[src/rtl/dbg_uart_pkg.sv]
// Shared types and constants for the debug UART transmitter.
package dbg_uart_pkg;

  localparam int DATA_BITS = 8;
  localparam int MODE_BIT  = 16;
  localparam int ENTRY_W   = 17;

  typedef enum logic [1:0] {
    IDLE,
    START,
    DATA,
    STOP
  } tx_state_e;

  typedef logic [ENTRY_W-1:0] fifo_entry_t;

  // A queued entry carries the byte-mode flag above the 16-bit payload.
  function automatic fifo_entry_t pack_entry(input logic byte_mode, input logic [15:0] payload);
    return {byte_mode, payload};
  endfunction

endpackage

[src/rtl/dbg_uart_tx_if.sv]
// Avalon-MM write-only link from the debug supervisor to the UART drain.
interface dbg_uart_tx_if;

  logic [15:0] av_address;
  logic [15:0] av_writedata;
  logic        av_write;
  logic        av_waitrequest;

  modport master (
    output av_address,
    output av_writedata,
    output av_write,
    input  av_waitrequest
  );

  modport slave (
    input  av_address,
    input  av_writedata,
    input  av_write,
    output av_waitrequest
  );

endinterface

[src/rtl/dbg_fifo.sv]
// Single-clock first-word-fall-through FIFO with registered full/empty flags.
module dbg_fifo #(
  parameter  int WIDTH = 17,
  parameter  int DEPTH = 16,
  localparam int AW    = $clog2(DEPTH),
  localparam int LW    = AW + 1
) (
  input  logic             sysclk,
  input  logic             sysreset,
  input  logic             push,
  input  logic [WIDTH-1:0] wr_data,
  input  logic             pop,
  output logic [WIDTH-1:0] rd_data,
  output logic             full,
  output logic             empty,
  output logic [LW-1:0]    level
);

  logic [WIDTH-1:0] mem [DEPTH];
  logic [AW-1:0]    wr_ptr;
  logic [AW-1:0]    rd_ptr;
  logic [LW-1:0]    count;
  logic [LW-1:0]    count_next;
  logic             do_push;
  logic             do_pop;

  assign do_push = push && !full;
  assign do_pop  = pop && !empty;
  assign rd_data = mem[rd_ptr];
  assign level   = count;

  // Next occupancy; a simultaneous push and pop leaves it unchanged.
  always_comb begin
    count_next = count;
    if (do_push && !do_pop) begin
      count_next = count + 1'b1;
    end else if (!do_push && do_pop) begin
      count_next = count - 1'b1;
    end
  end

  // Storage array needs no reset; only pointers and flags define validity.
  always_ff @(posedge sysclk) begin
    if (do_push) begin
      mem[wr_ptr] <= wr_data;
    end
  end

  // Pointers, occupancy and the registered full/empty flags.
  always_ff @(posedge sysclk or negedge sysreset) begin
    if (!sysreset) begin
      wr_ptr <= '0;
      rd_ptr <= '0;
      count  <= '0;
      full   <= 1'b0;
      empty  <= 1'b1;
    end else begin
      if (do_push) begin
        wr_ptr <= wr_ptr + 1'b1;
      end
      if (do_pop) begin
        rd_ptr <= rd_ptr + 1'b1;
      end
      count <= count_next;
      full  <= (count_next == LW'(DEPTH));
      empty <= (count_next == '0);
    end
  end

endmodule

[src/rtl/dbg_uart_tx.sv]
// Avalon-MM write slave that queues words and drains them as 8N1 UART frames.
module dbg_uart_tx
  import dbg_uart_pkg::*;
#(
  parameter  int DIVISOR    = 434,
  parameter  int FIFO_DEPTH = 16,
  localparam int LVL_W      = $clog2(FIFO_DEPTH) + 1
) (
  input  logic              sysclk,
  input  logic              sysreset,
  dbg_uart_tx_if.slave      bus,
  output logic              uart_txd,
  output logic              tx_busy,
  output logic [LVL_W-1:0]  fifo_level
);

  localparam int                CNT_W     = $clog2(DIVISOR);
  localparam logic [CNT_W-1:0]  BAUD_LAST = CNT_W'(DIVISOR - 1);
  localparam int                BIT_W     = $clog2(DATA_BITS);
  localparam logic [BIT_W-1:0]  BIT_LAST  = BIT_W'(DATA_BITS - 1);

  tx_state_e         state;
  logic [CNT_W-1:0]  baud_cnt;
  logic [BIT_W-1:0]  bit_idx;
  logic [7:0]        shreg;
  logic [7:0]        hi_byte;
  logic              hi_pending;
  fifo_entry_t       head;
  logic              push;
  logic              pop;
  logic              fifo_full;
  logic              fifo_empty;
  logic              baud_last;
  logic              unused_addr;

  assign unused_addr        = ^bus.av_address[15:1];
  assign push               = bus.av_write && !bus.av_waitrequest;
  assign bus.av_waitrequest = fifo_full;
  assign pop                = (state == IDLE) && !fifo_empty;
  assign baud_last          = (baud_cnt == BAUD_LAST);
  assign tx_busy            = (state != IDLE) || !fifo_empty;

  dbg_fifo #(
    .WIDTH (ENTRY_W),
    .DEPTH (FIFO_DEPTH)
  ) u_fifo (
    .sysclk   (sysclk),
    .sysreset (sysreset),
    .push     (push),
    .wr_data  (pack_entry(bus.av_address[0], bus.av_writedata)),
    .pop      (pop),
    .rd_data  (head),
    .full     (fifo_full),
    .empty    (fifo_empty),
    .level    (fifo_level)
  );

  // Frame sequencer: baud timing, shift register and registered serial line.
  always_ff @(posedge sysclk or negedge sysreset) begin
    if (!sysreset) begin
      state      <= IDLE;
      baud_cnt   <= '0;
      bit_idx    <= '0;
      shreg      <= '0;
      hi_byte    <= '0;
      hi_pending <= 1'b0;
      uart_txd   <= 1'b1;
    end else begin
      case (state)
        IDLE: begin
          baud_cnt <= '0;
          if (!fifo_empty) begin
            shreg      <= head[7:0];
            hi_byte    <= head[15:8];
            hi_pending <= !head[MODE_BIT];
            uart_txd   <= 1'b0;
            state      <= START;
          end
        end
        START: begin
          if (baud_last) begin
            baud_cnt <= '0;
            bit_idx  <= '0;
            uart_txd <= shreg[0];
            state    <= DATA;
          end else begin
            baud_cnt <= baud_cnt + 1'b1;
          end
        end
        DATA: begin
          if (baud_last) begin
            baud_cnt <= '0;
            if (bit_idx == BIT_LAST) begin
              uart_txd <= 1'b1;
              state    <= STOP;
            end else begin
              shreg    <= shreg >> 1;
              uart_txd <= shreg[1];
              bit_idx  <= bit_idx + 1'b1;
            end
          end else begin
            baud_cnt <= baud_cnt + 1'b1;
          end
        end
        STOP: begin
          if (baud_last) begin
            baud_cnt <= '0;
            if (hi_pending) begin
              shreg      <= hi_byte;
              hi_pending <= 1'b0;
              uart_txd   <= 1'b0;
              state      <= START;
            end else begin
              state <= IDLE;
            end
          end else begin
            baud_cnt <= baud_cnt + 1'b1;
          end
        end
        default: begin
          state    <= IDLE;
          uart_txd <= 1'b1;
        end
      endcase
    end
  end

endmodule

[src/flat_wrapper.sv]
// flat-port wrapper written by rule: the top's interface ports become plain ports
module dbg_uart_tx_flat import dbg_uart_pkg::*;
#(
  parameter  int DIVISOR    = 434,
  parameter  int FIFO_DEPTH = 16,
  localparam int LVL_W      = $clog2(FIFO_DEPTH) + 1
)
  (sysclk, sysreset, uart_txd, tx_busy, fifo_level, bus_av_address, bus_av_writedata, bus_av_write, bus_av_waitrequest);
  dbg_uart_tx_if bus_i ();
  input  logic sysclk;
  input  logic sysreset;
  output logic uart_txd;
  output logic tx_busy;
  output logic [LVL_W-1:0] fifo_level;
  input wire logic [$bits(bus_i.av_address)-1:0] bus_av_address;
  input wire logic [$bits(bus_i.av_writedata)-1:0] bus_av_writedata;
  input wire logic [$bits(bus_i.av_write)-1:0] bus_av_write;
  output wire logic [$bits(bus_i.av_waitrequest)-1:0] bus_av_waitrequest;
  assign bus_i.av_address = bus_av_address;
  assign bus_i.av_writedata = bus_av_writedata;
  assign bus_i.av_write = bus_av_write;
  assign bus_av_waitrequest = bus_i.av_waitrequest;
  dbg_uart_tx #(.DIVISOR(DIVISOR), .FIFO_DEPTH(FIFO_DEPTH)) u_core (.sysclk(sysclk), .sysreset(sysreset), .bus(bus_i), .uart_txd(uart_txd), .tx_busy(tx_busy), .fifo_level(fifo_level));
endmodule
[config.mk]
export PLATFORM = sky130hd
export DESIGN_NAME = dbg_uart_tx_flat
export DESIGN_NICKNAME = d
export VERILOG_FILES = /design/src/rtl/dbg_uart_pkg.sv /design/src/rtl/dbg_uart_tx_if.sv /design/src/rtl/dbg_fifo.sv /design/src/rtl/dbg_uart_tx.sv /design/src/flat_wrapper.sv
export SDC_FILE = /design/constraint.sdc
export NUM_CORES = 1
export LEC_CHECK = 0
export BUFFER_PORTS_ARGS = -buffer_cell sky130_fd_sc_hd__buf_2
export CAP_MARGIN = 30
export CORE_ASPECT_RATIO = 0.7
export CORE_UTILIZATION = 30
export CTS_CLUSTER_DIAMETER = 40
export DETAILED_ROUTE_END_ITERATION = 10
export GPL_TIMING_DRIVEN = 0
export PLACE_DENSITY_LB_ADDON = 0.3
export SYNTH_ARGS = -nofsm -noshare
export SYNTH_HDL_FRONTEND = slang
export SYNTH_SLANG_ARGS = --single-unit
[constraint.sdc]
create_clock -name sysclk -period 2.1 [get_ports sysclk]
set_input_delay 0.315 -clock sysclk [delete_from_list [all_inputs] [get_ports sysclk]]
set_output_delay 0.315 -clock sysclk [all_outputs]
set_load 0.02 [all_outputs]
==> results.txt <==
- # port buffers: 27
* Top fanout value on the critical path: 10
* Number of cells produced by synthesis: 737
- Among all stages on the critical path, the largest delay is contributed by sky130_fd_sc_hd__and2_2.
- The detailed router placed 6861 vias in this run.
- Summed instance area of the synthesized netlist: 12900 um^2
* Die Footprint: 43900 um^2
- Clock buffer depth: 3
- Clock tree synthesis inserted a total of 34 buffers.
- Number of endpoints failing setup at the final stage: 0
- Crit-path cells: nand2b_1, nor3b_1, and2_2, buf_8
* Total power density per cell area: 976 nW/um^2
- The critical path in this run is classified as reg -> reg.
- The finished layout holds 1402 standard cells, fillers aside.
- Effective utilization at floorplan: 0.305
* Placed cell count: 1333
- Number of global-route vias before repair: 6785
- The analysis attributes to net switching a power of 3.73 mW.
- The share of the Yosys chip area taken by registers is 0.723.
* Final-report max-slew violation count: 0
- For this run, the slowest stage of the critical path takes 450 ps.
- The layout has 3970 filler cells.
- In the routed design, unresolved DRC markers number 0.
- The area growth from synthesis to layout is 19.5%.
* Die Width: 250 um
* Combinational share of power: 0.100
* Final worst hold slack: 177 ps
* Ys flop type: sky130_fd_sc_hd__edfxtp_1
- Pwr Total: 15.1 mW
* Count of synthesis-stage warnings from yosys: 0
- Antenna fix cells: 0
* Detailed placement HPWL: 20100 um
* Proportion of layout cells with a drive suffix above 1: 0.264
- Mapped Nets: 789
* Total wire length after detailed routing: 29900 um
- The worst path in the final design needs a cycle of 2030 ps, including I/O delays and setup.
* Largest net degree at the start of global routing: 27
* Number of register bits inferred by synthesis: 319
* Area share of the leading cell type in the synthesized netlist: 0.632
- The clock net in this run drives a total of 319 sinks.
* Sum Neg Setup Slack: 0 ps
- Area taken by multi-input logic gates: 3500 um^2
- 43 I/O pins were placed.
* Relative contribution of the clock network to total power: 0.386
* First-pass GRT wire length: 44900 um
- Largest vdd supply drop: 0.486 mV
* Routed length per placed instance: 21.3 um
- Routability-driven placement finished with a final weighted congestion of 0.795.
- Static timing analysis puts the maximum clock frequency at 0.492 GHz.
* Clock tree from TritonCTS: built
- Net count, final: 876
* Post-detailed-route count of antenna-violating nets: 0
- Final count of hold timing violations: 0
* Reg area: 9350 um^2
- In this run the core area contains 63 standard-cell rows.
- Top cell type by total area after synthesis: sky130_fd_sc_hd__edfxtp_1
- After detailed routing, no signal wire sits above met4.
- In the finished design, the share of the clock period the worst path needs comes to 0.968.
- After detailed routing, the wire length on met1 is 15200 um.
- Setup skew after layout: 13.1 ps
- Root cell of the clock tree: sky130_fd_sc_hd__clkbuf_16
* Setup repair after global routing missed its margin: yes
* Path type of the worst min-delay path: in -> reg
* Most common cell in the synthesized netlist: sky130_fd_sc_hd__edfxtp_1
- Of the total power, registers draw 0.514.
* Leakage power total: 5.65 nW
- Measured along the y axis, the die boundary spans 176 um.
- Number of detailed-route iterations in the first pass: 5
- Max cap viols: 0
* Clock latency on the worst-skew pair: 520 ps
- By area the synthesized netlist is led by sky130_fd_sc_hd__edfxtp_1 (63%), sky130_fd_sc_hd__dfrtp_1 (8.7%), sky130_fd_sc_hd__mux4_2 (6.1%), sky130_fd_sc_hd__mux2i_1 (5.3%), sky130_fd_sc_hd__ha_1 (1.6%).
- The number of buffers and inverters on the critical path is 1.
- Of the total power, the share spent switching nets is 0.247.
- The core region is 42400 um^2.
* Arrival @ worst endpoint: 2250 ps
- The H-tree was split into 2 levels.
* Most used standard cells in the synthesized netlist: sky130_fd_sc_hd__edfxtp_1 (272), sky130_fd_sc_hd__mux2i_1 (69), sky130_fd_sc_hd__dfrtp_1 (45)
* Remaining Overflow, GRT: 0
- The worst setup path is launched from a register.
* Antenna violations before repair: 0
* Number of flops mapped to enable cells by yosys: 272
- For this run, the total global-route usage over all layers was measured as 0.138.
* Clock-pin slew on the worst setup and hold paths: 60 ps
- Number of design-rule violations left by the first detailed-router iteration: 638
- The worst setup path is captured at a register.
- Post-synthesis average cell area: 17.5 um^2
* Result of the run: complete, no violations
* Total met3 wirelength after detailed routing: 2030 um
- The internal power of the cells totals 11.3 mW.
- Slew headroom: 0.557
* CP delay by family, top: simple AND/OR/NAND/NOR gates
* Met2 routed wirelength: 12300 um
- In the synthesized netlist the async set-or-reset flop fraction comes to 0.147.
- STA puts the critical path data required time at 2320 ps.
- Slew of the pin with the lowest slew margin: 665 ps
- Count of cell types in the netlist: 50
- Vias per Instance: 4.89
-- placed cells by master (no fill, tap or decap), types with 7 or more instances in the layout --
cell type                   synthesis  final
sky130_fd_sc_hd__a221o_1            8      8
sky130_fd_sc_hd__a22o_1            13     13
sky130_fd_sc_hd__clkbuf_2           0      8
sky130_fd_sc_hd__a211oi_1           8      7
sky130_fd_sc_hd__ha_1              17     16
sky130_fd_sc_hd__dfrtp_1           45     44
sky130_fd_sc_hd__buf_4              7      9
sky130_fd_sc_hd__a22oi_1           10     10
sky130_fd_sc_hd__a31oi_1            8      8
sky130_fd_sc_hd__nor2_1            28     27
sky130_fd_sc_hd__and2_2             0     12
sky130_fd_sc_hd__buf_6              4      9
sky130_fd_sc_hd__nand3_1           16     13
sky130_fd_sc_hd__buf_8              1     17
sky130_fd_sc_hd__nor2b_1            8      8
sky130_fd_sc_hd__inv_1              9      7
sky130_fd_sc_hd__a21oi_1           14     14
sky130_fd_sc_hd__mux2i_1           69     62
sky130_fd_sc_hd__xnor2_1           13     13
sky130_fd_sc_hd__clkbuf_1          16      8
sky130_fd_sc_hd__nor3_1            14     14
sky130_fd_sc_hd__nand2_1           30     28
sky130_fd_sc_hd__mux4_2            35     35
sky130_fd_sc_hd__clkbuf_16          0     37
sky130_fd_sc_hd__o21ai_0            8      8
sky130_fd_sc_hd__edfxtp_1         272    272
sky130_fd_sc_hd__buf_2              6     29
sky130_fd_sc_hd__mux2_2            11     11
-- state kept, by name, indices dropped and copies added, names as in the netlist --
| signal | count |
|---|---|
| u_core.u_fifo.rd_ptr | 4 |
| u_core.baud_cnt | 9 |
| u_core.u_fifo.wr_ptr | 4 |
| u_core.u_fifo.empty | 1 |
| u_core.hi_pending | 1 |
| u_core.hi_byte | 8 |
| u_core.u_fifo.mem | 272 |
| u_core.u_fifo.full | 1 |
| u_core.shreg | 8 |
| u_core.bit_idx | 3 |
| u_core.u_fifo.level | 5 |
| u_core.state | 2 |
| u_core.uart_txd | 1 |
-- per-layer routing --
metal,vias up,global-route usage
met1,3530,0.214
met3,39,0.0320
li1,3096,-
met4,0,0.0322
met2,196,0.192
met5,-,0.00330
-- final timing paths --
path / startpoint / end / slack (ps) / cells after the start
hold / removal: bus_av_writedata[10] / u_core.u_fifo.mem[13][10] / 180 / 1
hold reg to reg: u_core.uart_txd / u_core.uart_txd / 480 / 2
min in group asynchronous: sysreset / u_core.shreg[1] / 360 / 2
setup / recovery: u_core.u_fifo.full / u_core.u_fifo.mem[9][10] / 70 / 4
setup reg to reg: u_core.u_fifo.full / u_core.u_fifo.mem[9][10] / 70 / 4
max in group asynchronous: sysreset / u_core.u_fifo.empty / 1090 / 3
-- through the flow --
| stage | cell area, um^2 | worst slack (ps) | utilization |
|---|---|---|---|
| 6_report | 15400 | 67.0 | 0.364 |
| 5_1_grt | 15400 | -27.7 | 0.364 |
| 4_1_cts | 15300 | 13.4 | 0.361 |
| 3_5_place_dp | 14100 | -405 | 0.331 |
| 3_3_place_gp | 13800 | -419 | 0.324 |
| 2_1_floorplan | 12900 | 129 | - |
-- kinds of logic after synthesis --
group	share of synthesized area
AND/OR/NAND/NOR	0.0522
adder cells (fa/ha/maj)	0.0165
XOR/XNOR	0.0115
buffers and inverters	0.0189
flip-flops	0.723
multiplexers	0.126
AO/OA/AOI/OAI	0.0521
-- power by group through the flow --
stage	Sequential (mW)	Combinational (mW)	Clock, mW
2_1_floorplan	7.89	0.707	0
3_3_place_gp	7.88	1.27	0
3_5_place_dp	7.88	1.46	0
4_1_cts	7.75	1.51	5.95
5_1_grt	7.79	1.65	6.21
6_report	7.75	1.51	5.82
-- what timing repair did --
item                       4_1_cts  5_1_grt
hold endpoints to repair        21        0
hold buffers                     1        0
setup buffers                    2        4
setup endpoints to repair      139      101
resized for setup               58       34
pin swaps                        1        1
-- worst register-to-register path: stages, from the launching register on --
cell and delay (ps):
sky130_fd_sc_hd__dfrtp_1 390, sky130_fd_sc_hd__nand2b_1 260, sky130_fd_sc_hd__nor3b_1 410, sky130_fd_sc_hd__and2_2 450, sky130_fd_sc_hd__buf_8 210
-- final cells by class --
type                            count  area share
Clock buffer                       42      0.0618
Sequential cell                   319       0.605
Clock inverter                     20     0.00850
Multi-Input combinational cell    373       0.227
Buffer                             36      0.0196
Timing Repair Buffer               51      0.0316
Tap cell                          552      0.0447
Inverter                            9     0.00219
(Power assumes the default switching activity.)
